`src/rtl/periph_pkg.sv`:
```
// Shared types and default region map for the peripheral bus controller.
package periph_pkg;

   typedef enum logic [1:0] {
      IDLE   = 2'd0,
      ACCESS = 2'd1,
      RESP   = 2'd2
   } state_t;

   localparam int DEF_NUM_REGIONS = 3;

   // Region 0 (ROM) in the LSBs, then GPIO, then stack RAM.
   localparam logic [3*32-1:0] DEF_REGION_BASE  = {32'h7FFF_E000, 32'h1001_0000, 32'h0040_0000};
   localparam logic [3*32-1:0] DEF_REGION_MASK  = {32'hFFFF_E000, 32'hFFFF_FF00, 32'hFFFF_0000};
   localparam logic [3*2-1:0]  DEF_REGION_SHIFT = {2'd2, 2'd0, 2'd2};

   // Counter width able to hold TIMEOUT-1.
   function automatic int timeout_cnt_w(input int timeout);
      return (timeout < 2) ? 1 : $clog2(timeout);
   endfunction

endpackage

```
`src/rtl/periph_region_match.sv`:
```
// Address decoder: base/mask compare, lowest-index priority, offset translation.
module periph_region_match
   import periph_pkg::*;
#(
   parameter int                           NUM_REGIONS  = DEF_NUM_REGIONS,
   parameter int                           AW           = 32,
   parameter logic [NUM_REGIONS*AW-1:0]    REGION_BASE  = DEF_REGION_BASE,
   parameter logic [NUM_REGIONS*AW-1:0]    REGION_MASK  = DEF_REGION_MASK,
   parameter logic [NUM_REGIONS*2-1:0]     REGION_SHIFT = DEF_REGION_SHIFT
) (
   input  logic [AW-1:0]          addr,
   output logic [NUM_REGIONS-1:0] match,
   output logic [AW-1:0]          xlat_addr
);

   logic [NUM_REGIONS-1:0] hit_raw;

   // Raw per-region compare; overlapping regions may all hit here.
   always_comb begin
      hit_raw = '0;
      for (int i = 0; i < NUM_REGIONS; i++) begin
         hit_raw[i] = ((addr & REGION_MASK[i*AW +: AW]) == REGION_BASE[i*AW +: AW]);
      end
   end

   // Walk from the top index down so the lowest hitting region is the last writer.
   always_comb begin
      match     = '0;
      xlat_addr = '0;
      for (int i = NUM_REGIONS - 1; i >= 0; i--) begin
         if (hit_raw[i]) begin
            match     = '0;
            match[i]  = 1'b1;
            xlat_addr = (addr & ~REGION_MASK[i*AW +: AW]) >> REGION_SHIFT[i*2 +: 2];
         end
      end
   end

endmodule

```
`src/rtl/periph_bus_ctrl.sv`:
```
// Sequential peripheral bus controller: decode, select one slave, wait for ack
// or timeout, return a one-cycle registered response.
//
// state  | meaning
// IDLE   | ready for a CPU request; decode and latch it on cpu_req
// ACCESS | slave selected, signals held, counting toward timeout
// RESP   | cpu_rvalid for one cycle with latched rdata/err
module periph_bus_ctrl
   import periph_pkg::*;
#(
   parameter int                           NUM_REGIONS  = DEF_NUM_REGIONS,
   parameter int                           AW           = 32,
   parameter int                           DW           = 32,
   parameter logic [NUM_REGIONS*AW-1:0]    REGION_BASE  = DEF_REGION_BASE,
   parameter logic [NUM_REGIONS*AW-1:0]    REGION_MASK  = DEF_REGION_MASK,
   parameter logic [NUM_REGIONS*2-1:0]     REGION_SHIFT = DEF_REGION_SHIFT,
   parameter int                           TIMEOUT      = 16
) (
   input  logic                      clk,
   input  logic                      reset,
   input  logic                      cpu_req,
   input  logic                      cpu_we,
   input  logic [AW-1:0]             cpu_addr,
   input  logic [DW-1:0]             cpu_wdata,
   output logic                      cpu_ready,
   output logic                      cpu_rvalid,
   output logic [DW-1:0]             cpu_rdata,
   output logic                      cpu_err,
   output logic [NUM_REGIONS-1:0]    slv_sel,
   output logic                      slv_we,
   output logic [AW-1:0]             slv_addr,
   output logic [DW-1:0]             slv_wdata,
   input  logic [NUM_REGIONS-1:0]    slv_ack,
   input  logic [NUM_REGIONS*DW-1:0] slv_rdata
);

   localparam int               CNT_W    = timeout_cnt_w(TIMEOUT);
   localparam logic [CNT_W-1:0] CNT_LAST = CNT_W'(TIMEOUT - 1);

   state_t                 state_q, state_d;
   logic [NUM_REGIONS-1:0] sel_q, sel_d;
   logic                   we_q, we_d;
   logic [AW-1:0]          addr_q, addr_d;
   logic [DW-1:0]          wdata_q, wdata_d;
   logic [DW-1:0]          rdata_q, rdata_d;
   logic                   err_q, err_d;
   logic [CNT_W-1:0]       cnt_q, cnt_d;

   logic [NUM_REGIONS-1:0] match_vec;
   logic [AW-1:0]          xlat_addr;
   logic                   ack_hit;
   logic [DW-1:0]          ack_rdata;

   periph_region_match #(
      .NUM_REGIONS  (NUM_REGIONS),
      .AW           (AW),
      .REGION_BASE  (REGION_BASE),
      .REGION_MASK  (REGION_MASK),
      .REGION_SHIFT (REGION_SHIFT)
   ) u_match (
      .addr      (cpu_addr),
      .match     (match_vec),
      .xlat_addr (xlat_addr)
   );

   // Only the latched slave's ack counts; others are ignored.
   always_comb begin
      ack_hit = |(slv_ack & sel_q);
   end

   // Mux the latched slave's read data out of the packed bus (sel_q is one-hot).
   always_comb begin
      ack_rdata = '0;
      for (int i = 0; i < NUM_REGIONS; i++) begin
         if (sel_q[i]) begin
            ack_rdata = ack_rdata | slv_rdata[i*DW +: DW];
         end
      end
   end

   // Next-state and datapath-register update.
   always_comb begin
      state_d = state_q;
      sel_d   = sel_q;
      we_d    = we_q;
      addr_d  = addr_q;
      wdata_d = wdata_q;
      rdata_d = rdata_q;
      err_d   = err_q;
      cnt_d   = cnt_q;
      case (state_q)
         IDLE: begin
            cnt_d = '0;
            if (cpu_req) begin
               we_d    = cpu_we;
               wdata_d = cpu_wdata;
               sel_d   = match_vec;
               addr_d  = xlat_addr;
               if (|match_vec) begin
                  state_d = ACCESS;
               end else begin
                  err_d   = 1'b1;
                  rdata_d = '0;
                  state_d = RESP;
               end
            end
         end
         ACCESS: begin
            cnt_d = cnt_q + 1'b1;
            // Ack is checked first so an ack on the last allowed cycle still succeeds.
            if (ack_hit) begin
               rdata_d = we_q ? '0 : ack_rdata;
               err_d   = 1'b0;
               state_d = RESP;
            end else if (cnt_q == CNT_LAST) begin
               rdata_d = '0;
               err_d   = 1'b1;
               state_d = RESP;
            end
         end
         RESP: begin
            state_d = IDLE;
         end
         default: begin
            state_d = IDLE;
         end
      endcase
   end

   // State register.
   always_ff @(posedge clk or posedge reset) begin
      if (reset) begin
         state_q <= IDLE;
      end else begin
         state_q <= state_d;
      end
   end

   // Latched request, response and timeout counter.
   always_ff @(posedge clk or posedge reset) begin
      if (reset) begin
         sel_q   <= '0;
         we_q    <= 1'b0;
         addr_q  <= '0;
         wdata_q <= '0;
         rdata_q <= '0;
         err_q   <= 1'b0;
         cnt_q   <= '0;
      end else begin
         sel_q   <= sel_d;
         we_q    <= we_d;
         addr_q  <= addr_d;
         wdata_q <= wdata_d;
         rdata_q <= rdata_d;
         err_q   <= err_d;
         cnt_q   <= cnt_d;
      end
   end

   assign cpu_ready  = (state_q == IDLE);
   assign cpu_rvalid = (state_q == RESP);
   assign cpu_rdata  = rdata_q;
   assign cpu_err    = err_q;
   assign slv_sel    = (state_q == ACCESS) ? sel_q : '0;
   assign slv_we     = (state_q == ACCESS) & we_q;
   assign slv_addr   = addr_q;
   assign slv_wdata  = wdata_q;

endmodule

```
`config.mk`:
```
export PLATFORM = sky130hd
export DESIGN_NAME = periph_bus_ctrl
export DESIGN_NICKNAME = d
export VERILOG_FILES = /design/src/rtl/periph_pkg.sv /design/src/rtl/periph_region_match.sv /design/src/rtl/periph_bus_ctrl.sv
export SDC_FILE = /design/constraint.sdc
export NUM_CORES = 1
export LEC_CHECK = 0
export ABC_AREA = 1
export BUFFER_PORTS_ARGS = -buffer_cell sky130_fd_sc_hd__buf_4
export CAP_MARGIN = 10
export CORE_UTILIZATION = 25
export CTS_CLUSTER_SIZE = 28
export DETAILED_ROUTE_END_ITERATION = 6
export SKIP_CTS_REPAIR_TIMING = 1
export SLEW_MARGIN = 25
export SYNTH_ARGS = -nofsm -noshare
export SYNTH_HDL_FRONTEND = slang
export SYNTH_SLANG_ARGS = --single-unit
```
`constraint.sdc`:
```
create_clock -name clk -period 3.24 [get_ports clk]
set_input_delay 0.486 -clock clk [delete_from_list [all_inputs] [get_ports clk]]
set_output_delay 0.486 -clock clk [all_outputs]
set_load 0.03 [all_outputs]
```
Yosys cells after proc, flatten, opt, wreduce, memory -nomap -nowiden
Index checks and enable logic that the tools add are counted.
Word-level totals
  register bits: 107
  latch bits: 0
  RAM bits: 0
  bits in read-only memories: 0
  input bits: 167
  output and inout bits: 103
  word-level logic and storage cells: 56
  memories kept: 0
Operators by class
  add/sub/neg operators: 1
  multiply operators: 0
  divide/modulo/power cells: 0
  magnitude comparators: 0
  equal/unequal tests: 9
  shift-type cells: 0
  multiplexer cells: 27
  bitwise operators: 4
  reduce and logical (&&, ||, !) cells: 7
Operators with widths (number)
  two-way mux 32 bit: 10
  OR 32 bit: 2
  one-hot mux 32 bit (2 select lines): 1
  == test 24 x 21 -> 1 bit (second input constant): 1
  == test 19 x 18 -> 1 bit (second input constant): 1
  == test 16 x 7 -> 1 bit (second input constant): 1
  two-way mux 3 bit: 4
  two-way mux 11 bit: 1
  two-way mux 2 bit: 4
  one-hot mux 4 bit (2 select lines): 1
  OR reduction 3 bit: 2
  adder 4 x 1 -> 4 bit (second input constant): 1
  == test 4 bit (second input constant): 1
  two-way mux 1 bit: 4
  inequality test 2 bit (second input constant): 2
  one-hot mux 2 bit (2 select lines): 1
  AND reduction 2 bit: 2
  AND reduction 4 bit: 1
  bitwise AND 3 bit: 1
  inequality test 3 bit (second input constant): 1
  == test 2 x 1 -> 1 bit (second input constant): 1
  == test 2 bit (second input constant): 1
  zero test 2 bit: 1
  one-hot mux 1 bit (2 select lines): 1
  2 further kinds: 2

Longest topological paths before layout
  word-level depth: 8
  depth in mapped cells: 11
  depth with buffers taken out: 10

Modules after synthesis
From an unflattened synthesis, not the netlist that was laid out.
Second synthesis, totals
  cell total of the unflattened synthesis: 726
  area total of the unflattened synthesis: 5396.4 um2
Modules (own cells, without submodules)
  periph_bus_ctrl: instances 1, cells each 625, area each 4885.9 um2, seq. area each 2677.6 um2
  periph_region_match: instances 1, cells each 101, area each 510.5 um2, seq. area each 0.0 um2

Worst setup path before layout
Ideal clock, no wire load.
  kind: register to output
  start point: register sel_q[0]
  end point: output port slv_sel[0]
  arrival: 1.206 ns
  data required time: 2.754 ns
  setup slack: 1.548 ns
  cell stages (with the launch flop): 5
  buffers on the path: 2
  cells stage by stage: dfrtp_1 -> buf_2 -> clkbuf_1 -> inv_1 -> nor2_1
On the way
  cells in the longest elaborated chain, start to end: 1
RTL lines
  start: declaration: RTL line periph_bus_ctrl.sv:41  | logic [NUM_REGIONS-1:0] sel_q, sel_d;
  start signal: assignment: RTL line periph_bus_ctrl.sv:150  | sel_q <= sel_d;
  two-way mux 3 bit: RTL line periph_bus_ctrl.sv:164  | assign slv_sel = (state_q == ACCESS) ? sel_q : '0;
  end: declaration: RTL line periph_bus_ctrl.sv:29  | output logic [NUM_REGIONS-1:0] slv_sel,
Every way passes these cells.

Worst setup path in the final report
  start point: register sel_q[2]
  end point: output port slv_sel[2]
Same word-level chain as after synthesis.

==> flow_summary.html <==
<table>
<tr><th>Metric</th><th>Value</th></tr>
<tr><th colspan="2">Outcome</th></tr>
<tr><td>Run status</td><td>complete, no violations</td></tr>
<tr><th colspan="2">Clock network</th></tr>
<tr><td>Clock tree from TritonCTS</td><td>built</td></tr>
<tr><td>Maximum buffer depth of the clock tree</td><td>2</td></tr>
<tr><td>Register clock-pin slew on the reported worst setup and hold paths</td><td>0.07 ns</td></tr>
<tr><td>Clock network latency to the later pin of the worst-skew pair</td><td>0.34 ns</td></tr>
<tr><td>Root buffer cell</td><td>sky130_fd_sc_hd__clkbuf_16</td></tr>
<tr><td>Cts bufs inserted</td><td>9</td></tr>
<tr><td>Clock tree sinks</td><td>89</td></tr>
<tr><td>Count of H-tree levels built during CTS</td><td>3</td></tr>
<tr><th colspan="2">Timing</th></tr>
<tr><td>Hold violation count in the final report</td><td>0</td></tr>
<tr><td>Final total negative setup slack</td><td>0 ns</td></tr>
<tr><td>Max Clock Freq</td><td>493 MHz</td></tr>
<tr><td>Pins Over Slew Limit</td><td>0</td></tr>
<tr><td>Max-slew headroom at the worst pin</td><td>45.2%</td></tr>
<tr><td>RSZ-0062 raised after global routing</td><td>false</td></tr>
<tr><td>Minimum setup slack in the final design</td><td>1.21 ns</td></tr>
<tr><td>Actual transition at the worst max-transition pin</td><td>0.823 ns</td></tr>
<tr><td>Hold_ws</td><td>0.242 ns</td></tr>
<tr><td>Count of final setup violators</td><td>0</td></tr>
<tr><td>Clk_skew</td><td>0.00805 ns</td></tr>
<tr><td>Shortest clock period the worst path allows after layout</td><td>2.03 ns</td></tr>
<tr><td>Share of the cycle needed by the critical path after routing</td><td>62.6%</td></tr>
<tr><th colspan="2">Yosys</th></tr>
<tr><td>Prevailing post-synth register cell</td><td>sky130_fd_sc_hd__dfrtp_1</td></tr>
<tr><td>Share of synthesized area occupied by flip-flops and latches</td><td>49.5%</td></tr>
<tr><td>Post-Syn Area per Cell</td><td>7.36 sq um</td></tr>
<tr><td>Count of flip-flops with a built-in enable after synthesis</td><td>0</td></tr>
<tr><td>Async set-reset flop share out of synthesis</td><td>100%</td></tr>
<tr><td>Cells after synthesis</td><td>611</td></tr>
<tr><td>Number of unique standard cell types used by synthesis</td><td>25</td></tr>
<tr><td>Number of warning messages in the yosys log</td><td>0</td></tr>
<tr><td>Syn Std Cell Area</td><td>4500 sq um</td></tr>
<tr><td>Number of register bits inferred by synthesis</td><td>89</td></tr>
<tr><th colspan="2">Setup path</th></tr>
<tr><td>Number of cell instances on the worst register-to-register path</td><td>7</td></tr>
<tr><td>Required time reported for the critical path endpoint</td><td>2.75 ns</td></tr>
<tr><td>Type of destination of the critical path</td><td>primary output</td></tr>
<tr><td>Highest fanout seen on the critical path</td><td>16</td></tr>
<tr><td>Crit Path Class</td><td>flop to primary output</td></tr>
<tr><td>Startpoint type of the worst setup path</td><td>flop</td></tr>
<tr><td>Data arrival, critical path</td><td>1.54 ns</td></tr>
<tr><th colspan="2">Die</th></tr>
<tr><td>Die Area</td><td>18500 sq um</td></tr>
<tr><td>Die Wd</td><td>136 microns</td></tr>
<tr><td>Die outline height</td><td>136 microns</td></tr>
<tr><td>Effective utilization at floorplan</td><td>25.8%</td></tr>
<tr><td>Io pins</td><td>270</td></tr>
<tr><td>FP Rows</td><td>48</td></tr>
<tr><td>Area of the placeable core</td><td>17400 sq um</td></tr>
<tr><th colspan="2">Placement</th></tr>
<tr><td>Weighted congestion at the end of routability-driven global placement</td><td>0.785</td></tr>
<tr><td>Detailed-placement wirelength estimate</td><td>11300 microns</td></tr>
<tr><td>Pre-CTS setup slack</td><td>1.28 ns</td></tr>
<tr><td>Number of buffer cells added on primary ports</td><td>251</td></tr>
<tr><td>Placed inst area</td><td>6490 sq um</td></tr>
<tr><th colspan="2">Global routing</th></tr>
<tr><td>Wire length of the first global-routing pass</td><td>22900 microns</td></tr>
<tr><td>Grt ovf</td><td>0</td></tr>
<tr><td>Gr usage total</td><td>16.3%</td></tr>
<tr><td>Number of antenna violations at the first check in global routing</td><td>0</td></tr>
<tr><td>Maximum number of pins on one net before global-route repair</td><td>53</td></tr>
<tr><td>Number of global-route vias before repair</td><td>4431</td></tr>
<tr><th colspan="2">Power and ir drop</th></tr>
<tr><td>Lkg Pwr</td><td>0.00375 uW</td></tr>
<tr><td>Power per Cell Area</td><td>407 nW/um^2</td></tr>
<tr><td>IR Drop Worst-Case VDD</td><td>0.231 mV</td></tr>
<tr><th colspan="2">Drt</th></tr>
<tr><td>TritonRoute pass-1 iters</td><td>4</td></tr>
<tr><td>Routed WL per cell</td><td>14.1 microns</td></tr>
<tr><td>Post-detailed-routing wire length</td><td>15200 microns</td></tr>
<tr><td>DRC violation total after the first TritonRoute iteration</td><td>116</td></tr>
<tr><td>Count of unresolved DRC violations after routing</td><td>0</td></tr>
<tr><td>Detailed-route via count</td><td>4695</td></tr>
<tr><td>Average vias per placed instance</td><td>4.36</td></tr>
<tr><td>Antenna violation net count after detailed routing</td><td>0</td></tr>
<tr><th colspan="2">Final layout</th></tr>
<tr><td>Filler cell count in the final layout</td><td>1871</td></tr>
<tr><td>Commonest non-fill, non-tap cell in the layout</td><td>sky130_fd_sc_hd__nand2_1</td></tr>
<tr><td>Final core occ</td><td>38.9%</td></tr>
<tr><td>Multi-input combinational cell area</td><td>1970 sq um</td></tr>
<tr><td>Proportion of layout cells with a drive suffix above 1</td><td>33.6%</td></tr>
<tr><td>Antenna diode count</td><td>0</td></tr>
<tr><td>Post-synthesis to final-layout area growth</td><td>50.5%</td></tr>
<tr><td>Layout Nets</td><td>1016</td></tr>
<tr><td>Summed area of non-filler cells in the final layout</td><td>6770 sq um</td></tr>
<tr><td>Leading cell types in the layout, fill and taps excluded</td><td>305 x sky130_fd_sc_hd__nand2_1, 259 x sky130_fd_sc_hd__buf_4, 97 x sky130_fd_sc_hd__nand3_1</td></tr>
<tr><td>Seq. cell area</td><td>2230 sq um</td></tr>
<tr><th colspan="2">Flow run</th></tr>
<tr><td>Number of maximum-capacitance constraint violations</td><td>0</td></tr>
<tr><th colspan="2">Min path</th></tr>
<tr><td>Worst min-delay path category</td><td>input port to async pin</td></tr>
</table>
-- cell type report --
class	instances	area share, %
clock buffer	12	3.79
multi-input combinational	472	29.1
tap	225	4.16
clock inverter	4	0.407
inverter	17	0.979
timing repair buffer	259	28.7
sequential	89	32.9
-- worst paths after layout --
kind | startpoint | slack, ns | endpoint
setup / recovery | sel_q[2]$_DFFE_PP0P_ | 1.21 | slv_sel[2]
hold / removal | reset | 0.24 | cpu_rdata[1]$_DFFE_PP0P_
setup reg to reg | sel_q[2]$_DFFE_PP0P_ | 1.30 | cpu_rdata[8]$_DFFE_PP0P_
hold reg to reg | cpu_rdata[30]$_DFFE_PP0P_ | 0.47 | cpu_rdata[30]$_DFFE_PP0P_
max in group asynchronous | reset | 2.25 | cpu_rdata[23]$_DFFE_PP0P_
min in group clk | cpu_wdata[19] | 0.33 | slv_wdata[19]$_DFFE_PP0P_
-- registers in the layout, indices dropped and copies added (netlist names) --
name and flops:
cnt_q 4, cpu_err 1, cpu_rdata 32, sel_q 3, slv_addr 14, slv_wdata 32
state_q 2, we_q 1
-- metal layers --
layer	GRT usage, %	wire length, microns	share of wire, %	vias to the layer above
li1	-	-	-	2356
met1	20.0	6370	42	2119
met2	26.6	7020	46	208
met3	5.67	1650	11	12
met4	5.25	173	1.1	0
met5	0	0	0	-
-- power breakdown --
group | switching [uW] | internal, uW | leakage (uW)
combinational | 317 | 232 | 0.00244
sequential | 35.2 | 1170 | 0.00118
clock | 440 | 561 | 0.000131
-- critical path, stage by stage, from the launching register on --
cell and delay [ns]:
sky130_fd_sc_hd__dfrtp_1 0.80, sky130_fd_sc_hd__inv_1 0.09, sky130_fd_sc_hd__nor2_1 0.13, sky130_fd_sc_hd__buf_4 0.18
-- stage by stage --
step	std cells	total power, uW
2_1_floorplan	628	1500
3_3_place_gp	1062	1770
3_5_place_dp	1062	1780
4_1_cts	1078	2800
5_1_grt	1078	2880
6_report	1078	2750
-- cell usage after synthesis, types with 2 or more instances --
cell,count,area (sq um)
sky130_fd_sc_hd__nand2_1,305,1140
sky130_fd_sc_hd__o21ai_0,6,30.0
sky130_fd_sc_hd__inv_2,3,11.3
sky130_fd_sc_hd__nor2_1,27,101
sky130_fd_sc_hd__nand3_1,97,485
sky130_fd_sc_hd__nand2_2,2,12.5
sky130_fd_sc_hd__clkinv_1,2,7.51
sky130_fd_sc_hd__buf_6,3,33.8
sky130_fd_sc_hd__nor2_2,4,25.0
sky130_fd_sc_hd__clkbuf_1,13,48.8
sky130_fd_sc_hd__buf_2,12,60.1
sky130_fd_sc_hd__dfrtp_1,89,2230
sky130_fd_sc_hd__o21ai_1,3,15.0
sky130_fd_sc_hd__inv_1,12,45.0
sky130_fd_sc_hd__buf_4,21,158
sky130_fd_sc_hd__nand4_1,3,18.8
-- logic make-up (layout without fill, tap and decap cells) --
kind of cell	Yosys count	in the layout	share of synthesized area, %
other cells	1	18	0.0834
fa+ha+maj	1	1	0.278
xor+xnor	2	2	0.390
compound gates	11	11	1.34
simple gates	440	440	40.2
flops	89	89	49.5
buf+inv	67	292	8.18
Note: power is estimated with default switching activity, not from simulation.
